--- src/rtl/fetch_cycle_pkg.sv ---
// Fetch stage shared definitions.
// Widths, bubble encoding, IF/ID bundle and fetch FSM states.
package fetch_cycle_pkg;

    localparam int INSTR_W = 33;
    localparam int PC_W    = 9;

    localparam logic [INSTR_W-1:0] NOP_INSTR = '0;

    typedef enum logic [1:0] {
        IDLE,
        FETCH,
        HOLD,
        DROP
    } fetchState_t;

    typedef struct packed {
        logic [INSTR_W-1:0] instr;
        logic [PC_W-1:0]    pc;
        logic [PC_W-1:0]    pcPlus4;
    } if_id_t;

    localparam if_id_t IFID_BUBBLE = '{
        instr:   NOP_INSTR,
        pc:      '0,
        pcPlus4: '0
    };

    function automatic logic [PC_W-1:0] pcPlus4(
        input logic [PC_W-1:0] pc
    );
        return pc + PC_W'(4);
    endfunction

endpackage

--- src/rtl/fetch_cycle_ifid_reg.sv ---
// IF/ID pipeline register.
// Flush beats stall; an unloaded, unstalled cycle becomes a bubble.
module ifid_reg
    import fetch_cycle_pkg::*;
(
    input  logic   clk,
    input  logic   rst,
    input  logic   stall,
    input  logic   flush,
    input  logic   load,
    input  if_id_t din,
    output if_id_t dout
);

    // flush > stall > load > bubble
    always_ff @(posedge clk or negedge rst) begin
        if (!rst) begin
            dout <= IFID_BUBBLE;
        end else if (flush) begin
            dout <= IFID_BUBBLE;
        end else if (!stall) begin
            dout <= load ? din : IFID_BUBBLE;
        end
    end

endmodule

--- src/rtl/fetch_cycle.sv ---
// Fetch stage: PC, instruction memory handshake FSM and IF/ID.
// One request in flight; redirects drop stale responses.
module fetch_cycle
    import fetch_cycle_pkg::*;
(
    input  logic               clk,
    input  logic               rst,
    input  logic               StallD,
    input  logic               FlushD,
    input  logic               PCSrcE,
    input  logic [PC_W-1:0]    PCTargetE,
    input  logic [INSTR_W-1:0] imem_rdata,
    input  logic               imem_valid,
    output logic               imem_req,
    output logic [PC_W-1:0]    imem_addr,
    output logic [INSTR_W-1:0] InstrD,
    output logic [PC_W-1:0]    PCD,
    output logic [PC_W-1:0]    PCPlus4D
);

    fetchState_t        state;
    fetchState_t        stateNext;
    logic [PC_W-1:0]    PCF;
    logic [PC_W-1:0]    pcNext;
    logic [PC_W-1:0]    PCPlus4F;
    logic [PC_W-1:0]    dropPc;
    logic               reqNext;
    logic [PC_W-1:0]    addrNext;
    logic [INSTR_W-1:0] holdBuf;
    logic [INSTR_W-1:0] bufNext;
    logic               load;
    logic [INSTR_W-1:0] loadInstr;
    if_id_t             ifidIn;
    if_id_t             ifidOut;

    assign PCPlus4F = pcPlus4(PCF);
    assign dropPc   = PCSrcE ? PCTargetE : PCF;

    // State, PC, request and hold buffer registers
    always_ff @(posedge clk or negedge rst) begin
        if (!rst) begin
            state     <= IDLE;
            PCF       <= '0;
            imem_req  <= 1'b0;
            imem_addr <= '0;
            holdBuf   <= '0;
        end else begin
            state     <= stateNext;
            PCF       <= pcNext;
            imem_req  <= reqNext;
            imem_addr <= addrNext;
            holdBuf   <= bufNext;
        end
    end

    // Next state, next PC, next request and IF/ID load
    always_comb begin
        stateNext = state;
        pcNext    = PCF;
        reqNext   = imem_req;
        addrNext  = imem_addr;
        bufNext   = holdBuf;
        load      = 1'b0;
        loadInstr = imem_rdata;
        unique case (state)
            IDLE: begin
                stateNext = FETCH;
                reqNext   = 1'b1;
                addrNext  = PCF;
            end
            FETCH: begin
                if (PCSrcE) begin
                    pcNext = PCTargetE;
                    if (imem_valid) begin
                        addrNext = PCTargetE;
                    end else begin
                        stateNext = DROP;
                    end
                end else if (imem_valid) begin
                    if (StallD) begin
                        bufNext   = imem_rdata;
                        reqNext   = 1'b0;
                        stateNext = HOLD;
                    end else begin
                        load     = 1'b1;
                        pcNext   = PCPlus4F;
                        addrNext = PCPlus4F;
                    end
                end
            end
            HOLD: begin
                if (PCSrcE) begin
                    pcNext    = PCTargetE;
                    bufNext   = '0;
                    reqNext   = 1'b1;
                    addrNext  = PCTargetE;
                    stateNext = FETCH;
                end else if (!StallD) begin
                    load      = 1'b1;
                    loadInstr = holdBuf;
                    pcNext    = PCPlus4F;
                    reqNext   = 1'b1;
                    addrNext  = PCPlus4F;
                    stateNext = FETCH;
                end
            end
            DROP: begin
                pcNext = dropPc;
                if (imem_valid) begin
                    addrNext  = dropPc;
                    stateNext = FETCH;
                end
            end
        endcase
    end

    assign ifidIn = '{
        instr:   loadInstr,
        pc:      PCF,
        pcPlus4: PCPlus4F
    };

    ifid_reg u_ifid (
        .clk   (clk),
        .rst   (rst),
        .stall (StallD),
        .flush (FlushD | PCSrcE),
        .load  (load),
        .din   (ifidIn),
        .dout  (ifidOut)
    );

    assign InstrD   = ifidOut.instr;
    assign PCD      = ifidOut.pc;
    assign PCPlus4D = ifidOut.pcPlus4;

endmodule

--- config.mk ---
export PLATFORM = sky130hd
export DESIGN_NAME = fetch_cycle
export DESIGN_NICKNAME = d
export VERILOG_FILES = /design/src/rtl/fetch_cycle_pkg.sv /design/src/rtl/fetch_cycle_ifid_reg.sv /design/src/rtl/fetch_cycle.sv
export SDC_FILE = /design/constraint.sdc
export NUM_CORES = 1
export LEC_CHECK = 0
export CAP_MARGIN = 20
export CORE_MARGIN = 2
export CORE_UTILIZATION = 40
export DETAILED_ROUTE_END_ITERATION = 7
export GPL_TIMING_DRIVEN = 0
export PLACE_DENSITY = 0.66
export SETUP_SLACK_MARGIN = 0.4
export SLEW_MARGIN = 10
export SYNTH_ARGS = -nofsm -noshare
export SYNTH_HDL_FRONTEND = slang
export SYNTH_SLANG_ARGS = --single-unit
--- constraint.sdc ---
create_clock -name clk -period 2.15 [get_ports clk]
set_input_delay 0.3225 -clock clk [delete_from_list [all_inputs] [get_ports clk]]
set_output_delay 0.3225 -clock clk [all_outputs]
set_load 0.02 [all_outputs]
==> run summary, run 1 <==
ROUTE
------------------------------------------------------------------------------
Via density per instance                                                  5.45
Detailed-route wire length per cell                                    17.7 um
Routed WL                                                             13200 um
Via count                                                                 4071
Post-route ant nets                                                          0
Number of detailed-route iterations in the first pass                        5
DRC errors left                                                              0
DR iter-0 viols                                                            285

PLACED DESIGN
------------------------------------------------------------------------------
# port buffers                                                             107
Placed wire-length estimate                                            9340 um
Setup Slack @ Placement                                               -47.9 ps
Routability Congestion                                                   0.925

FLOORPLANNING
------------------------------------------------------------------------------
IO Count                                                                   109
Chip height                                                             115 um
Placeable core area                                                  12000 um2
Initial Util                                                             40.8%
Row Count                                                                   40
Die Wd                                                                  115 um
Die area                                                             13200 um2

TIMING
------------------------------------------------------------------------------
Clock period minus worst slack                                         1960 ps
Worst slew margin                                                        67.1%
Final hold slack                                                        373 ps
Number of pins with negative max-slew slack in the final report              0
Final clock skew                                                       6.49 ps
Timing-limited maximum frequency                                     0.511 GHz
Final hold violation count                                                   0
Final critical-path setup slack                                         195 ps
Slew at the pin with the worst max-slew slack                           494 ps
Setup violations, final                                                      0
Setup repair after global routing missed its margin                       true
Final period utilization                                                 90.9%

CLOCK TREE
------------------------------------------------------------------------------
Worst skew pair latency                                                 350 ps
Root buffer selected by CTS                                          clkbuf_16
CTS H-Tree Depth                                                             3
Clock buffers created by TritonCTS                                           9
Clock tree from TritonCTS                                                built
CTS clock-pin slew for the worst setup and hold paths                    70 ps
Max Buffers Root-to-Sink                                                     2
# clock sinks                                                              103

GLOBAL ROUTE
------------------------------------------------------------------------------
Routing layer with the top usage in global route                          met2
Global-route wire length before repair                                20900 um
Antenna violations before repair                                             0
Largest net degree at the start of global routing                           72
Met1 track demand over resource in global routing                        27.4%
Met3 Resource Use GR                                                     4.85%
GR Util All Layers                                                       20.2%
Via count of the first global-routing pass                                4012
Met2 GRT Util                                                            33.1%
Remaining global-route overflow                                              0

WORST HOLD PATH
------------------------------------------------------------------------------
Destination of the worst hold path                                    state[0]
Hold WC Path Type                                                 primary input to flip-flop
Worst Hold Launch                                                       PCSrcE
Worst hold stages                                                            4

SYNTH
------------------------------------------------------------------------------
Post-synthesis instance area                                          4900 um2
Library cells used by synthesis                                             54
Post-synthesis async set-or-reset flop share                              100%
Mapped Nets                                                                512
Number of warnings issued by yosys                                           0
Number of enable-type register cells in the synthesized netlist              0
Post-Synthesis Mean Instance Area                                     10.7 um2
Synthesis-stage register bit count                                         103
Instance count of the mapped netlist                                       459
Sequential fraction of the synthesis area                                52.6%
Top FF cell, synth                                                     dfrtp_1

OUTCOME
------------------------------------------------------------------------------
Run status                                                           completed

SETUP PATH
------------------------------------------------------------------------------
Worst R2R Start                                                       state[1]
Crit-path max FO                                                            10
Depth of the most critical reg-to-reg path                                   8
Nature of the critical path endpoint                                 flip-flop
R2R Setup Slk                                                           190 ps
Sort of element at the start of the critical path                    flip-flop
Worst path required time                                               2430 ps
Worst Setup Path Type                                             flip-flop to flip-flop
Arrival time of the worst setup path                                   2230 ps
FF-to-FF End                                                      u_ifid.dout[30]

LAYOUT
------------------------------------------------------------------------------
Commonest cells after routing, fill and taps aside                clkdlybuf4s50_1 (103), dfrtp_1 (102), nand2_1 (57)
Most common cell after layout, fill and taps aside                clkdlybuf4s50_1
Share of cells above drive strength 1                                    18.2%
Layout overhead on the synthesized area                                  42.2%
Net count, final                                                           648
Antenna fix cells                                                            0

PWR
------------------------------------------------------------------------------
Overall power of the completed layout                                  7.37 mW
Worst voltage drop across the vdd grid                                  498 uV
Leakage power                                                          3.32 nW
Areal power density over the cells                                 1060 nW/um2

JOB
------------------------------------------------------------------------------
Max Cap Viol                                                                 0

[Yosys cell counts, types with 2 or more instances]
cell / n / share of area [%]
o21ai_1: 17 / 1.7
nor2b_1: 5 / 0.64
nand2b_1: 10 / 1.3
nor2_1: 13 / 0.99
buf_2: 16 / 1.6
inv_1: 7 / 0.54
ha_1: 5 / 1.3
and3_1: 4 / 0.51
a21oi_1: 19 / 1.9
nor3_1: 4 / 0.41
nand3b_1: 3 / 0.46
or3_1: 3 / 0.38
a21o_1: 2 / 0.31
o31ai_1: 4 / 0.61
o211ai_1: 2 / 0.31
buf_4: 7 / 1.1
a22o_1: 44 / 7.9
o21bai_1: 3 / 0.46
nand2_1: 58 / 4.4
buf_6: 4 / 0.92
o21ai_0: 32 / 3.3
nand3_1: 5 / 0.51
mux2_2: 2 / 0.46
a211o_1: 3 / 0.54
o221a_2: 2 / 0.46
mux2i_1: 39 / 8.0
dfrtp_1: 103 / 53
xnor2_1: 3 / 0.54
clkbuf_1: 13 / 0.99
o21ai_2: 3 / 0.54
[cell type report]
cell class	count	area [um2]
Buffer	40	315
Clock buffer	11	243
Clock inverter	5	63.8
Fill cell	1035	5040
Inverter	7	31.3
Multi-Input combinational cell	309	2220
Sequential cell	103	2580
Tap cell	147	184
Timing Repair Buffer	125	1340
[critical path, cell delays in order, from the launching register on]
cell and delay, ps:
dfrtp_1 410, inv_2 90, ha_4 270, buf_6 100, inv_4 40, or4b_4 530, buf_8 160, buf_6 150
o21ai_1 130
[metal layers]
layer / vias to the layer above / part of all wire (%) / wire (um)
li1: 1919 / - / -
met1: 2019 / 44 / 5860
met2: 125 / 49 / 6500
met3: 8 / 5.6 / 737
met4: 0 / 0.82 / 108
met5: - / 0 / 0
[metrics by stage]
step / utilization, % / setup TNS [ps] / instance area (um2) / instances
3_3_place_gp: 51.5 / -321450 / 6180 / 713
4_1_cts: 55.1 / 0 / 6610 / 733
3_5_place_dp: 51.7 / -1230 / 6210 / 714
6_report: 58.1 / 0 / 6970 / 747
2_1_floorplan: - / 0 / 4930 / 459
5_1_grt: 58.1 / 0 / 6970 / 747
[sequential cells by signal, summed over array words and instances, names as in the netlist]
signal,cells
imem_addr,9
imem_req,1
PCF,9
holdBuf,33
u_ifid.dout,49
state,2
[power breakdown]
group          internal, mW  switching [mW]  total [mW]
combinational          1.44            1.45        2.90
sequential             2.45           0.317        2.77
clock                 0.950           0.755        1.71
[repair_timing]
item                                    4_1_cts  5_1_grt
pin swaps                                     0        8
endpoints found under the setup margin      102       97
setup buffers                                 2        9
resized for setup                            26       58
hold buffers                                  1        0
cloned                                        0        5
hold endpoints to repair                     32        0
[worst max-delay path by stage]
stage                     cells after the start         endpoint  startpoint
after floorplan                               8   u_ifid.dout[4]    state[0]
after global placement                        1           PCF[0]         rst
after detailed placement                      7       holdBuf[3]      StallD
after CTS                                     8   u_ifid.dout[7]    state[0]
after global routing                          8   u_ifid.dout[4]    state[1]
final                                         8  u_ifid.dout[30]    state[1]
[kinds of logic after synthesis]
group | Yosys count | synth area share (%)
AOI/OAI and AO/OA | 144 | 20.6
xor gates and xnor gates | 3 | 0.536
adders and majority gates | 5 | 1.28
buffers and inverters | 47 | 5.15
DFF | 103 | 52.6
muxes | 41 | 8.42
and+or+nand+nor | 116 | 11.4
(Power assumes the default switching activity.)
==> inputs of run 2 (changes only) <==
--- a/config.mk
+++ b/config.mk
@@ -7,10 +7,11 @@
 export LEC_CHECK = 0
 export CAP_MARGIN = 20
 export CORE_MARGIN = 2
-export CORE_UTILIZATION = 40
+export CORE_UTILIZATION = 51
+export CTS_BUF_LIST = sky130_fd_sc_hd__clkbuf_16
 export DETAILED_ROUTE_END_ITERATION = 7
 export GPL_TIMING_DRIVEN = 0
-export PLACE_DENSITY = 0.66
+export PLACE_DENSITY = 0.81
 export SETUP_SLACK_MARGIN = 0.4
 export SLEW_MARGIN = 10
 export SYNTH_ARGS = -nofsm -noshare
==> run 2 against run 1 <==
Net effect:
- critical path depth unchanged
- combinational power rose by 11%
- count of clock-buffer cells in the layout fell by 2
- flip-flop and latch count unchanged
- fmax up 0.86%
- setup slack better by 17 ps
==> run summary, run 2 (synthesized netlist as in run 1, its figures left out) <==
PWR
------------------------------------------------------------------------------
Overall power of the completed layout                                  7.58 mW   was 7.37 mW
Share of total power in the clock network                                20.5%   was 23.1%
Combinational share of power                                             42.6%   was 39.3%
P_int                                                                  4.88 mW   was 4.85 mW
Sequential cell fraction of total power                                  36.8%   was 37.6%
Areal power density over the cells                                 1070 nW/um2   was 1060 nW/um2
Switching portion of total power                                         35.6%   was 34.3%
Leakage power                                                          3.39 nW   was 3.32 nW
Worst voltage drop across the vdd grid                                  684 uV   was 498 uV
Net switching power                                                    2.70 mW   was 2.53 mW

SETUP PATH
------------------------------------------------------------------------------
Crit-path max FO                                                            10   unchanged
Arrival time of the worst setup path                                   2210 ps   was 2230 ps
Sort of element at the start of the critical path                    flip-flop   unchanged
Nature of the critical path endpoint                                 flip-flop   unchanged
Worst Setup Path Type                                             flip-flop to flip-flop   unchanged
Worst path required time                                               2420 ps   was 2430 ps

GLOBAL ROUTE
------------------------------------------------------------------------------
GR Util All Layers                                                       24.9%   was 20.2%
Largest net degree at the start of global routing                           66   was 72
Global-route wire length before repair                                20100 um   was 20900 um
Remaining global-route overflow                                              0   unchanged
Via count of the first global-routing pass                                4111   was 4012
Antenna violations before repair                                             0   unchanged

ROUTE
------------------------------------------------------------------------------
DRC errors left                                                              0   unchanged
DR iter-0 viols                                                            219   was 285
Via count                                                                 4149   was 4071
Number of detailed-route iterations in the first pass                        5   unchanged
Routed WL                                                             13400 um   was 13200 um
Detailed-route wire length per cell                                    18.2 um   was 17.7 um
Via density per instance                                                  5.62   was 5.45
Post-route ant nets                                                          0   unchanged

LAYOUT
------------------------------------------------------------------------------
Commonest cells after routing, fill and taps aside                clkdlybuf4s50_1 (103), dfrtp_1 (102), nand2_1 (53)   was clkdlybuf4s50_1 (103), dfrtp_1 (102), nand2_1 (57)
Non-Filler Cell Area, Final                                           7100 um2   was 6970 um2
Net count, final                                                           657   was 648
Share of cells above drive strength 1                                    22.8%   was 18.2%
Count of fill cells added during filler insertion                          608   was 1035
Most common cell after layout, fill and taps aside                clkdlybuf4s50_1   unchanged
Antenna fix cells                                                            0   unchanged
Total area of multi-input combinational cells                         2340 um2   was 2220 um2
Largest registers                                                 u_ifid.dout (49), holdBuf (33)   unchanged
Largest register by flop count                                     u_ifid.dout   unchanged
Layout overhead on the synthesized area                                  44.8%   was 42.2%
Final cell count without fillers                                           738   was 747
Max reg flops                                                               49   unchanged
Reg area                                                              2580 um2   unchanged

CLOCK TREE
------------------------------------------------------------------------------
# clock sinks                                                              103   unchanged
Clock tree from TritonCTS                                                built   unchanged
CTS clock-pin slew for the worst setup and hold paths                    70 ps   about the same
Max Buffers Root-to-Sink                                                     2   unchanged
CTS H-Tree Depth                                                             3   unchanged
Clock buffers created by TritonCTS                                           9   unchanged
Root buffer selected by CTS                                          clkbuf_16   unchanged
Worst skew pair latency                                                 350 ps   about the same

TIMING
------------------------------------------------------------------------------
Final clock skew                                                       8.12 ps   was 6.49 ps
Final period utilization                                                 90.2%   was 90.9%
Slew at the pin with the worst max-slew slack                           539 ps   was 494 ps
Worst slew margin                                                        64.0%   was 67.1%
Setup violations, final                                                      0   unchanged
Timing-limited maximum frequency                                     0.516 GHz   was 0.511 GHz
Final hold violation count                                                   0   unchanged
Clock period minus worst slack                                         1940 ps   was 1960 ps
Setup repair after global routing missed its margin                       true   unchanged
Number of pins with negative max-slew slack in the final report              0   unchanged

PLACED DESIGN
------------------------------------------------------------------------------
# port buffers                                                             107   unchanged
Cell area after placement                                             6190 um2   was 6210 um2
Routability Congestion                                                   0.928   was 0.925
Placed wire-length estimate                                            8960 um   was 9340 um
Placed instance count                                                      696   was 714

WORST HOLD PATH
------------------------------------------------------------------------------
Hold WC Path Type                                                 primary input to flip-flop   unchanged

JOB
------------------------------------------------------------------------------
Max Cap Viol                                                                 0   unchanged

FLOORPLANNING
------------------------------------------------------------------------------
IO Count                                                                   109   unchanged
Row Count                                                                   35   was 40
Placeable core area                                                   9280 um2   was 12000 um2
Initial Util                                                             52.8%   was 40.8%
Die Wd                                                                  102 um   was 115 um
Chip height                                                             102 um   was 115 um
Die area                                                             10400 um2   was 13200 um2

OUTCOME
------------------------------------------------------------------------------
Run status                                                           completed   unchanged

## run 2: area by class of cell
type	count	area share, %
sequential	103	36.3
multi-input combinational	309	32.9
timing repair buffer	134	19.6
buffer	40	4.49
clock buffer	9	3.17
tap	129	2.27
clock inverter	7	0.775
inverter	7	0.440
## run 2: critical path, cell delays in order (launching register included)
cell     delay (ps)
dfrtp_1         400
inv_2           130
ha_4            140
buf_6           120
a21oi_4          60
or4b_4          590
buf_8           160
buf_12          140
o21ai_2         120
## run 2: worst paths after layout
| path | from | end | slack (ps) | cells after the start |
|---|---|---|---|---|
| worst max-delay path | state[1] | u_ifid.dout[4] | 210 | 8 |
| worst min-delay path | PCSrcE | state[0] | 380 | 4 |
| worst max register to register | state[1] | u_ifid.dout[4] | 210 | 8 |
| worst min register to register | u_ifid.dout[4] | u_ifid.dout[4] | 490 | 2 |
| max in group asynchronous | rst | u_ifid.dout[7] | 960 | 3 |
| min in group asynchronous | rst | u_ifid.dout[46] | 480 | 2 |
## run 2: layer usage
| layer | track usage [%] | up-vias | share of wire (%) |
|---|---|---|---|
| li1 | - | 1941 | - |
| met1 | 33.6 | 2048 | 43 |
| met2 | 40.9 | 138 | 50 |
| met3 | 3.56 | 22 | 5.1 |
| met4 | 10.2 | 0 | 2.0 |
| met5 | 0 | - | 0 |
## run 2: timing repair
| item | CTS | global route |
|---|---|---|
| endpoints found under the setup margin | 102 | 97 |
| resized for setup | 47 | 67 |
| hold buffers | 1 | 0 |
| gates cloned | 1 | 4 |
| setup buffers | 6 | 14 |
| pin swaps | 4 | 25 |
| endpoints found under the hold margin | 38 | 0 |
## run 2: power groups by stage
stage / Clock (mW) / Sequential, mW / Combinational (mW)
after floorplan: 0 / 2.87 / 1.55
after global placement: 0 / 2.76 / 2.39
after detailed placement: 0 / 2.79 / 2.45
after CTS: 1.56 / 2.76 / 2.66
after global routing: 1.63 / 2.86 / 3.48
final: 1.56 / 2.79 / 3.23
## run 2: metrics by stage
stage	utilization [%]	setup TNS (ps)	setup slack (ps)	hold slack, ps
2_1_floorplan	-	0	327	26.9
3_3_place_gp	66.4	-302660	-2940	464
3_5_place_dp	66.6	-2570	-81.5	323
4_1_cts	71.9	0	219	392
5_1_grt	76.5	0	148	414
6_report	76.5	0	211	377
==> inputs of run 3 (changes only) <==
--- a/config.mk
+++ b/config.mk
@@ -6,12 +6,13 @@
 export NUM_CORES = 1
 export LEC_CHECK = 0
 export CAP_MARGIN = 20
-export CORE_MARGIN = 2
-export CORE_UTILIZATION = 51
+export CORE_MARGIN = 3
+export CORE_UTILIZATION = 30
 export CTS_BUF_LIST = sky130_fd_sc_hd__clkbuf_16
 export DETAILED_ROUTE_END_ITERATION = 7
 export GPL_TIMING_DRIVEN = 0
-export PLACE_DENSITY = 0.81
+export MAX_ROUTING_LAYER = met4
+export PLACE_DENSITY = 0.52
 export SETUP_SLACK_MARGIN = 0.4
 export SLEW_MARGIN = 10
 export SYNTH_ARGS = -nofsm -noshare
==> run 3 against run 2 <==
Net effect:
- core utilization decreased by 32 points
- via count decreased by 3.6%
- count of clock-buffer cells in the layout unchanged
- critical path depth increased by 2
- die area increased by 72%
- first-iteration DRC count increased by 26%
- power decreased by 4.7%
- critical path type unchanged
- largest power group unchanged
- highest routed layer unchanged
==> run summary, run 3 (synthesized netlist as in run 1, its figures left out) <==
OUTCOME
------------------------------------------------------------------------------
Run status                                                           completed   unchanged

ROUTE
------------------------------------------------------------------------------
Detailed-route wire length per cell                                    17.1 um   was 18.2 um
DR iter-0 viols                                                            276   was 219
Via density per instance                                                  4.91   was 5.62
DRC errors left                                                              0   unchanged
Met2 wire len                                                          6510 um   was 6690 um
Number of detailed-route iterations in the first pass                        4   was 5
Top layer in use                                                          met4   unchanged
Routed WL                                                             14000 um   was 13400 um
Via count                                                                 3999   was 4149
Met3 wire length                                                        602 um   was 689 um
Post-route ant nets                                                          0   unchanged
Metal-1 WL                                                             6730 um   was 5780 um

TIMING
------------------------------------------------------------------------------
Clock period minus worst slack                                         1960 ps   was 1940 ps
Number of pins with negative max-slew slack in the final report              0   unchanged
Setup violations, final                                                      0   unchanged
Final clock skew                                                       5.30 ps   was 8.12 ps
Setup repair after global routing missed its margin                       true   unchanged
Final hold slack                                                        373 ps   was 377 ps
Final period utilization                                                 91.1%   was 90.2%
Final critical-path setup slack                                         191 ps   was 211 ps
Slew at the pin with the worst max-slew slack                           536 ps   was 539 ps
Final hold violation count                                                   0   unchanged
Timing-limited maximum frequency                                     0.510 GHz   was 0.516 GHz
Worst slew margin                                                        64.3%   was 64.0%

PLACED DESIGN
------------------------------------------------------------------------------
Placed wire-length estimate                                            9940 um   was 8960 um
Setup Slack @ Placement                                                -108 ps   was -81.5 ps
Routability Congestion                                                   0.830   was 0.928
Cell area after placement                                             6300 um2   was 6190 um2
Placed instance count                                                      783   was 696
# port buffers                                                             107   unchanged

CLOCK TREE
------------------------------------------------------------------------------
Clock tree from TritonCTS                                                built   unchanged
CTS H-Tree Depth                                                             3   unchanged
Max Buffers Root-to-Sink                                                     2   unchanged
Worst skew pair latency                                                 350 ps   about the same
CTS clock-pin slew for the worst setup and hold paths                    70 ps   about the same
Clock buffers created by TritonCTS                                           9   unchanged
# clock sinks                                                              103   unchanged
Root buffer selected by CTS                                          clkbuf_16   unchanged

PWR
------------------------------------------------------------------------------
Leakage power                                                          3.31 nW   was 3.39 nW
Overall power of the completed layout                                  7.22 mW   was 7.58 mW
Areal power density over the cells                                 1030 nW/um2   was 1070 nW/um2
Worst voltage drop across the vdd grid                                  482 uV   was 684 uV

SETUP PATH
------------------------------------------------------------------------------
Depth of the most critical reg-to-reg path                                  10   was 8
Cell family contributing the most delay on the critical path      buffers and inverters   was simple AND/OR/NAND/NOR gates
Beginning of the critical path                                        state[0]   was state[1]
Sort of element at the start of the critical path                    flip-flop   unchanged
Number of buffers and inverters on the critical path                         6   was 4
Crit-path max FO                                                             7   was 10
R2R Setup Slk                                                           190 ps   was 210 ps
Arrival time of the worst setup path                                   2200 ps   was 2210 ps
CP Depth                                                                    10   was 8
Ordered cell list for the critical path                           inv_2, buf_6, ha_4, nor2b_2, and3_4, buf_6, buf_4, buf_12, bufbuf_16, a22o_1   was inv_2, ha_4, buf_6, a21oi_4, or4b_4, buf_8, buf_12, o21ai_2
Nature of the critical path endpoint                                 flip-flop   unchanged
Slowest CP cell                                                        dfrtp_1   was or4b_4
FF-to-FF End                                                        holdBuf[2]   was u_ifid.dout[4]
Worst path required time                                               2390 ps   was 2420 ps
Worst R2R Start                                                       state[0]   was state[1]
Critical Path Most Common Cell                                           buf_6
Worst Setup Path Type                                             flip-flop to flip-flop   unchanged
Slowest stage delay, CP                                                 430 ps   was 590 ps

FLOORPLANNING
------------------------------------------------------------------------------
IO Count                                                                   109   unchanged
Initial Util                                                             30.8%   was 52.8%
Die area                                                             17900 um2   was 10400 um2
Row Count                                                                   46   was 35
Placeable core area                                                  15900 um2   was 9280 um2
Die Wd                                                                  134 um   was 102 um
Chip height                                                             134 um   was 102 um

GLOBAL ROUTE
------------------------------------------------------------------------------
Largest net degree at the start of global routing                           67   was 66
Remaining global-route overflow                                              0   unchanged
Via count of the first global-routing pass                                4086   was 4111
GR Util All Layers                                                       16.3%   was 24.9%
Global-route wire length before repair                                22600 um   was 20100 um
Antenna violations before repair                                             0   unchanged

LAYOUT
------------------------------------------------------------------------------
Non-Filler Cell Area, Final                                           7020 um2   was 7100 um2
Largest registers                                                 u_ifid.dout (49), holdBuf (33)   unchanged
Antenna fix cells                                                            0   unchanged
Most common cell after layout, fill and taps aside                clkdlybuf4s50_1   unchanged
Layout overhead on the synthesized area                                  43.2%   was 44.8%
Max reg flops                                                               49   unchanged
Final cell count without fillers                                           815   was 738
Share of cells above drive strength 1                                    17.4%   was 22.8%
Largest register by flop count                                     u_ifid.dout   unchanged
Commonest cells after routing, fill and taps aside                clkdlybuf4s50_1 (104), dfrtp_1 (102), nand2_1 (58)   was clkdlybuf4s50_1 (103), dfrtp_1 (102), nand2_1 (53)
Count of fill cells added during filler insertion                         1522   was 608
Net count, final                                                           647   was 657

WORST HOLD PATH
------------------------------------------------------------------------------
Worst Hold Launch                                                       PCSrcE   unchanged
Destination of the worst hold path                                    state[0]   unchanged
Hold WC Path Type                                                 primary input to flip-flop   unchanged
Worst hold stages                                                            4   unchanged

JOB
------------------------------------------------------------------------------
Max Cap Viol                                                                 0   unchanged

==> run 3: worst min-delay path, cell delays in order <==
cell and delay [ps]:
buf_6 110, nor2b_4 60, nand2_1 70, o22a_1 130
==> run 3: report_power, final <==
group | leakage, nW | total, mW | internal, mW | switching (mW)
sequential | 1.35 | 2.76 | 2.45 | 0.307
clock | 0.145 | 1.65 | 0.906 | 0.747
combinational | 1.81 | 2.81 | 1.39 | 1.42
total | 3.31 | 7.22 | 4.75 | 2.47
==> run 3: cell type report <==
| class | instances | area (um2) | share of cell area [%] |
|---|---|---|---|
| Buffer | 40 | 323 | 4.60 |
| Clock buffer | 9 | 225 | 3.21 |
| Clock inverter | 7 | 72.6 | 1.03 |
| Inverter | 7 | 28.8 | 0.410 |
| Multi-Input combinational cell | 309 | 2180 | 31.0 |
| Sequential cell | 103 | 2580 | 36.7 |
| Tap cell | 216 | 270 | 3.85 |
| Timing Repair Buffer | 124 | 1350 | 19.2 |
==> run 3: layer usage <==
| layer | GRT usage, % | vias up |
|---|---|---|
| met4 | 3.94 | 0 |
| met5 | - | - |
| li1 | - | 1928 |
| met1 | 22.7 | 1968 |
| met3 | 2.89 | 10 |
| met2 | 24.9 | 93 |
==> run 3: worst max-delay path by stage <==
stage / slack [ps] / endpoint
after global placement: -3260 / PCF[0]
after CTS: 220 / u_ifid.dout[23]
after floorplan: 330 / u_ifid.dout[4]
after detailed placement: -110 / holdBuf[16]
after global routing: 120 / imem_addr[5]
final: 190 / holdBuf[2]
==> run 3: per-stage QoR <==
stage                     setup TNS [ps]  util, %
final                                  0     44.1
after global routing                   0     44.1
after CTS                              0     43.5
after detailed placement           -4220     39.5
after global placement           -338860     39.3
after floorplan                        0        -
==> run 3: timing repair <==
item,in CTS,in global routing
buffers inserted,10,0
setup endpoints to repair,101,99
pin swaps,11,22
endpoints found under the hold margin,37,0
hold buffers,1,0
resized for setup,41,30
gates cloned,4,1
